### config.mk
export PLATFORM = sky130hd
export DESIGN_NAME = rgb_pwm_gen
export DESIGN_NICKNAME = d
export VERILOG_FILES = /design/src/rtl/rgb_pwm_gen.sv
export SDC_FILE = /design/constraint.sdc
export NUM_CORES = 1
export LEC_CHECK = 0
export ABC_AREA = 1
export BUFFER_PORTS_ARGS = -buffer_cell sky130_fd_sc_hd__buf_2
export CAP_MARGIN = 10
export CORE_UTILIZATION = 57
export DETAILED_ROUTE_END_ITERATION = 12
export GPL_TIMING_DRIVEN = 0
export PLACE_DENSITY = 0.89
export SETUP_SLACK_MARGIN = 0.4
export SYNTH_ARGS = -nofsm -noshare
export SYNTH_HDL_FRONTEND = slang
export SYNTH_SLANG_ARGS = --single-unit
export TNS_END_PERCENT = 20
### constraint.sdc
create_clock -name HCLK -period 2.2 [get_ports HCLK]
set_input_delay 0.11 -clock HCLK [delete_from_list [all_inputs] [get_ports HCLK]]
set_output_delay 0.11 -clock HCLK [all_outputs]
set_load 0.1 [all_outputs]
### src/rtl/rgb_pwm_gen.sv
// Three-channel PWM generator with a double-buffered duty triple for the RGB LED driver.
// Latency: outputs registered one cycle after the counter state; a new triple takes effect at the next period boundary.
// Backpressure: duty_ready drops once a triple is pending and returns the cycle after the boundary that consumes it.
module rgb_pwm_gen #(
    parameter int WIDTH    = 8,
    parameter int PRESCALE = 16
) (
    input  logic             HCLK,
    input  logic             HRESETn,
    input  logic             enable,
    input  logic [WIDTH-1:0] duty_r,
    input  logic [WIDTH-1:0] duty_g,
    input  logic [WIDTH-1:0] duty_b,
    input  logic             duty_valid,
    output logic             duty_ready,
    output logic             red_pwm,
    output logic             green_pwm,
    output logic             blue_pwm,
    output logic             period_start
);

    localparam int              PSC_W    = (PRESCALE > 1) ? $clog2(PRESCALE) : 1;
    localparam logic [PSC_W-1:0] PSC_LAST = PSC_W'(PRESCALE - 1);
    localparam logic [WIDTH-1:0] CNT_LAST = {WIDTH{1'b1}};

    // Pending-slot states
    localparam logic [0:0] ST_EMPTY = 1'b0;
    localparam logic [0:0] ST_FULL  = 1'b1;

    logic [PSC_W-1:0]      psc_q, psc_d;
    logic [WIDTH-1:0]      cnt_q, cnt_d;
    logic [0:0]            state_q, state_d;
    logic [2:0][WIDTH-1:0] pend_q, pend_d;
    logic [2:0][WIDTH-1:0] act_q, act_d;
    logic [2:0]            pwm_q, pwm_d;
    logic                  period_start_q, period_start_d;

    logic                  tick;
    logic                  bnd;
    logic [2:0][WIDTH-1:0] duty_in;

    assign duty_in = {duty_b, duty_g, duty_r};

    // Prescaler tick and period boundary; with enable low every cycle is a
    // boundary so a waiting triple is promoted without running the counters.
    always_comb begin
        tick = (psc_q == PSC_LAST);
        bnd  = enable ? (tick && (cnt_q == CNT_LAST)) : 1'b1;
    end

    // Prescaler and PWM step counter, both held at zero while disabled
    always_comb begin
        psc_d = psc_q;
        cnt_d = cnt_q;
        if (!enable) begin
            psc_d = '0;
            cnt_d = '0;
        end else if (tick) begin
            psc_d = '0;
            cnt_d = cnt_q + WIDTH'(1);
        end else begin
            psc_d = psc_q + PSC_W'(1);
        end
    end

    // Pending slot: capture only while empty, promote to active only at a
    // boundary while full, so a capture coinciding with a boundary waits a period.
    always_comb begin
        state_d = state_q;
        pend_d  = pend_q;
        act_d   = act_q;
        if (state_q == ST_EMPTY) begin
            if (duty_valid) begin
                state_d = ST_FULL;
                pend_d  = duty_in;
            end
        end else begin
            if (bnd) begin
                state_d = ST_EMPTY;
                act_d   = pend_q;
            end
        end
    end

    // Per-channel compare against the shared counter keeps channels phase-aligned
    always_comb begin
        pwm_d = '0;
        for (int c = 0; c < 3; c++) begin
            pwm_d[c] = enable && (cnt_q < act_q[c]);
        end
        period_start_d = enable && (psc_q == '0) && (cnt_q == '0);
    end

    // State registers with synchronous active-low reset
    always_ff @(posedge HCLK) begin
        if (!HRESETn) begin
            psc_q          <= '0;
            cnt_q          <= '0;
            state_q        <= ST_EMPTY;
            pend_q         <= '0;
            act_q          <= '0;
            pwm_q          <= '0;
            period_start_q <= 1'b0;
        end else begin
            psc_q          <= psc_d;
            cnt_q          <= cnt_d;
            state_q        <= state_d;
            pend_q         <= pend_d;
            act_q          <= act_d;
            pwm_q          <= pwm_d;
            period_start_q <= period_start_d;
        end
    end

    assign duty_ready   = (state_q == ST_EMPTY);
    assign red_pwm      = pwm_q[0];
    assign green_pwm    = pwm_q[1];
    assign blue_pwm     = pwm_q[2];
    assign period_start = period_start_q;

endmodule

==> flow_summary.yaml <==
setup_path:
  worstPathMaxFanout: 10
  worst_ep_arrival_time_ns: 1.83
  critical_path_end_type: "flip-flop"
  worstPathRequired_ns: 2.44
  kind_of_start_point_of_the_critical_path: "flip-flop"
  r2r.worst_path.cells: 9
  timing_worst_setup_path_type: "reg -> reg"
sta:
  setup_ws_ns: 0.6103
  timing.fmax_mhz: 629.1
  grt_setup_unrepaired: "false"
  final_worst_path_period_share: 0.7226
  report.final.slew_viol_count: 0
  hold_ws_ns: 0.03813
  tightestPinTransition_ns: 0.4839
  finalHoldViolations: 0
  timing.final.crit_period_ns: 1.590
  worst_clock_skew_ns: 0.009272
  setup_total_negative_slack_ns: 0
  maxSlewHeadroom: 0.6796
  report.final.setup_viol: 0
route:
  drc_errors: 0
  wl_met3_um: 333
  antenna_violating_nets_post_route: 0
  finalWirelength_mm: 6.499
  topRoutingLayerUsed: "met4"
  drt-initial-drc-count: 95
  routedLengthMet1_mm: 2.885
  wl_per_cell_um: 12.06
  drt_pre_antenna_iters: 4
  via_count: 2768
  wl_met2_mm: 3.123
  routed_via_density: 5.135
floorplanning:
  die_h_um: 75.64
  die_area_mm2: 0.005721
  std_cell_rows: 26
  core_mm2: 0.005172
  ioPinCount: 33
  fp.dieW_um: 75.64
  start_util: 0.5975
status:
  status: "complete, no violations"
clocking:
  tritoncts: "yes"
  clock_tree.htree_level_count: 3
  insertion_delay_ns: 0.34
  clkSlewWorstSetupHoldPaths_ns: 0.07
  clock_sink_total: 65
  buffers_inserted_during_post_cts_setup_optimization: 0
  clockBufferDepth: 2
  cts_buffers: 9
  clock_tree.root_cell: "sky130_fd_sc_hd__clkbuf_8"
logic_synthesis:
  avg_cell_area_syn_um2: 7.341
  yosysSeqAreaShare: 0.4211
  netlist-cell-type-count: 20
  ys_top_cells_by_area: "sky130_fd_sc_hd__dfxtp_1 42%, sky130_fd_sc_hd__a21oi_1 10%, sky130_fd_sc_hd__ha_1 10%"
  yosys.area.top_type: "sky130_fd_sc_hd__dfxtp_1"
  synth.top_cell.area_share: 0.4211
  yosys_warnings: 0
  syn-num-nets: 474
  syn-instance-count: 421
  mappedNetlistArea_mm2: 0.003090
  synth.ff_latch_count: 65
final_layout:
  fillerInstances: 416
  seq_area_mm2: 0.001303
  final_area_mm2: 0.003527
  antenna_cells_inserted: 0
  area_growth_syn_to_layout_pct: 14.13
  multi_input_comb_area_mm2: 0.001443
  layout-drive-gt1-share: 0.1279
  design.final.nets: 517
hold_path:
  hp-class: "in -> reg"
  worst_hold_path.num_cells: 3
global_routing:
  grt_pass1_wl_mm: 10.63
  antenna_violations_before_repair: 0
  grt_start_max_net_pins: 12
  grt_util_all_layers: 0.2523
  grt_overflow: 0
  first_global_vias: 2496
pwr:
  leakagePower_nw: 1.531
  max-vdd-ir-drop_v: 0.0005679
  power_density_mw_per_mm2: 745.4
job:
  max_cap_viol_count: 0
placement:
  place_ws_ns: 0.5660
  dpl-instance-area_mm2: 0.003338
  place.detailed.hpwl_mm: 4.830
  gp_congestion: 0.8359
  port_buffers: 32
-- cell type report --
class	count	share of cell area
Clock inverter	5	0.01596
Inverter	65	0.06917
Buffer	21	0.02909
Clock buffer	11	0.03725
Multi-Input combinational cell	270	0.4090
Timing Repair Buffer	32	0.04541
Sequential cell	65	0.3693
Tap cell	70	0.02483
-- final timing paths --
check                                            start                     end  slack (ns)
worst min register to register  pend_q[0]$_SDFFE_PN0P_  pend_q[0]$_SDFFE_PN0P_        0.46
worst max-delay path               psc_q[0]$_SDFF_PP0_   act_q[0]$_SDFFE_PN0P_        0.61
worst min-delay path                         duty_r[3]  pend_q[3]$_SDFFE_PN0P_        0.04
worst max register to register     psc_q[0]$_SDFF_PP0_   act_q[0]$_SDFFE_PN0P_        0.61
-- sequential cells by signal (all words and copies together), names as in the netlist --
register      cells
cnt_q             8
pend_q           24
period_start      1
state_q           1
act_q            24
pwm_q             3
psc_q             4
-- logic make-up (layout without fill, tap and decap cells) --
logic type,count (synthesis),in the layout,share of synthesized area
AND/OR/NAND/NOR,145,145,0.1996
AO/OA/AOI/OAI,100,100,0.1660
buffers and inverters,86,134,0.1121
flip-flops,65,65,0.4211
adder cells (fa/ha/maj),25,25,0.1012
-- metrics by stage --
step	util	power, mW	std cells
2_1_floorplan	-	1.571	421
3_3_place_gp	0.6454	1.645	523
3_5_place_dp	0.6454	1.665	523
4_1_cts	0.6817	2.633	539
5_1_grt	0.6819	2.745	539
6_report	0.6819	2.629	539
-- cell usage in the layout (no fill, tap or decap), types with 9 or more instances in the layout --
master	instances
sky130_fd_sc_hd__a21oi_1	63
sky130_fd_sc_hd__buf_2	39
sky130_fd_sc_hd__clkbuf_1	12
sky130_fd_sc_hd__clkbuf_8	9
sky130_fd_sc_hd__dfxtp_1	64
sky130_fd_sc_hd__ha_1	25
sky130_fd_sc_hd__inv_1	64
sky130_fd_sc_hd__nand2_1	56
sky130_fd_sc_hd__nand3_1	39
sky130_fd_sc_hd__nor2_1	42
sky130_fd_sc_hd__o21ai_0	31
-- synthesized netlist by cell type --
library cell	n
sky130_fd_sc_hd__buf_1	2
sky130_fd_sc_hd__dfxtp_1	65
sky130_fd_sc_hd__nor2_4	1
sky130_fd_sc_hd__nand2_1	56
sky130_fd_sc_hd__inv_1	64
sky130_fd_sc_hd__nor2_1	42
sky130_fd_sc_hd__a211oi_1	4
sky130_fd_sc_hd__ha_1	25
sky130_fd_sc_hd__nor3_1	4
sky130_fd_sc_hd__a21oi_1	63
sky130_fd_sc_hd__o21bai_1	1
sky130_fd_sc_hd__o21ai_0	31
sky130_fd_sc_hd__nand3_2	1
sky130_fd_sc_hd__clkinv_1	1
sky130_fd_sc_hd__o21ai_1	1
sky130_fd_sc_hd__buf_6	2
sky130_fd_sc_hd__buf_2	7
sky130_fd_sc_hd__nand3_1	39
sky130_fd_sc_hd__clkbuf_1	10
sky130_fd_sc_hd__nand2_2	2
-- power breakdown --
group | total, mW | switching, mW | internal [mW]
Sequential | 1.28 | 0.0278 | 1.25
Clock | 0.986 | 0.464 | 0.522
Combinational | 0.365 | 0.244 | 0.121
Total | 2.63 | 0.736 | 1.89
-- repair_timing --
action,4_1_cts,5_1_grt
setup endpoints to repair,0,17
hold buffers,0,0
gates resized for setup,0,1
endpoints found under the hold margin,0,0
-- metal layers --
layer,vias up,global-route usage
li1,1444,-
met1,1228,0.2852
met2,76,0.4474
met3,20,0.05952
met4,0,0.1214
met5,-,0
-- critical path: stages (launching register included) --
cell	delay, ns
sky130_fd_sc_hd__dfxtp_1	0.38
sky130_fd_sc_hd__ha_1	0.24
sky130_fd_sc_hd__nand2_2	0.10
sky130_fd_sc_hd__nor2_4	0.12
sky130_fd_sc_hd__nand3_1	0.10
sky130_fd_sc_hd__nand2_2	0.11
sky130_fd_sc_hd__buf_2	0.21
sky130_fd_sc_hd__nand3_1	0.10
sky130_fd_sc_hd__nand2_1	0.09
sky130_fd_sc_hd__nor2_1	0.04
No activity file was read; power rests on OpenSTA's default activity.
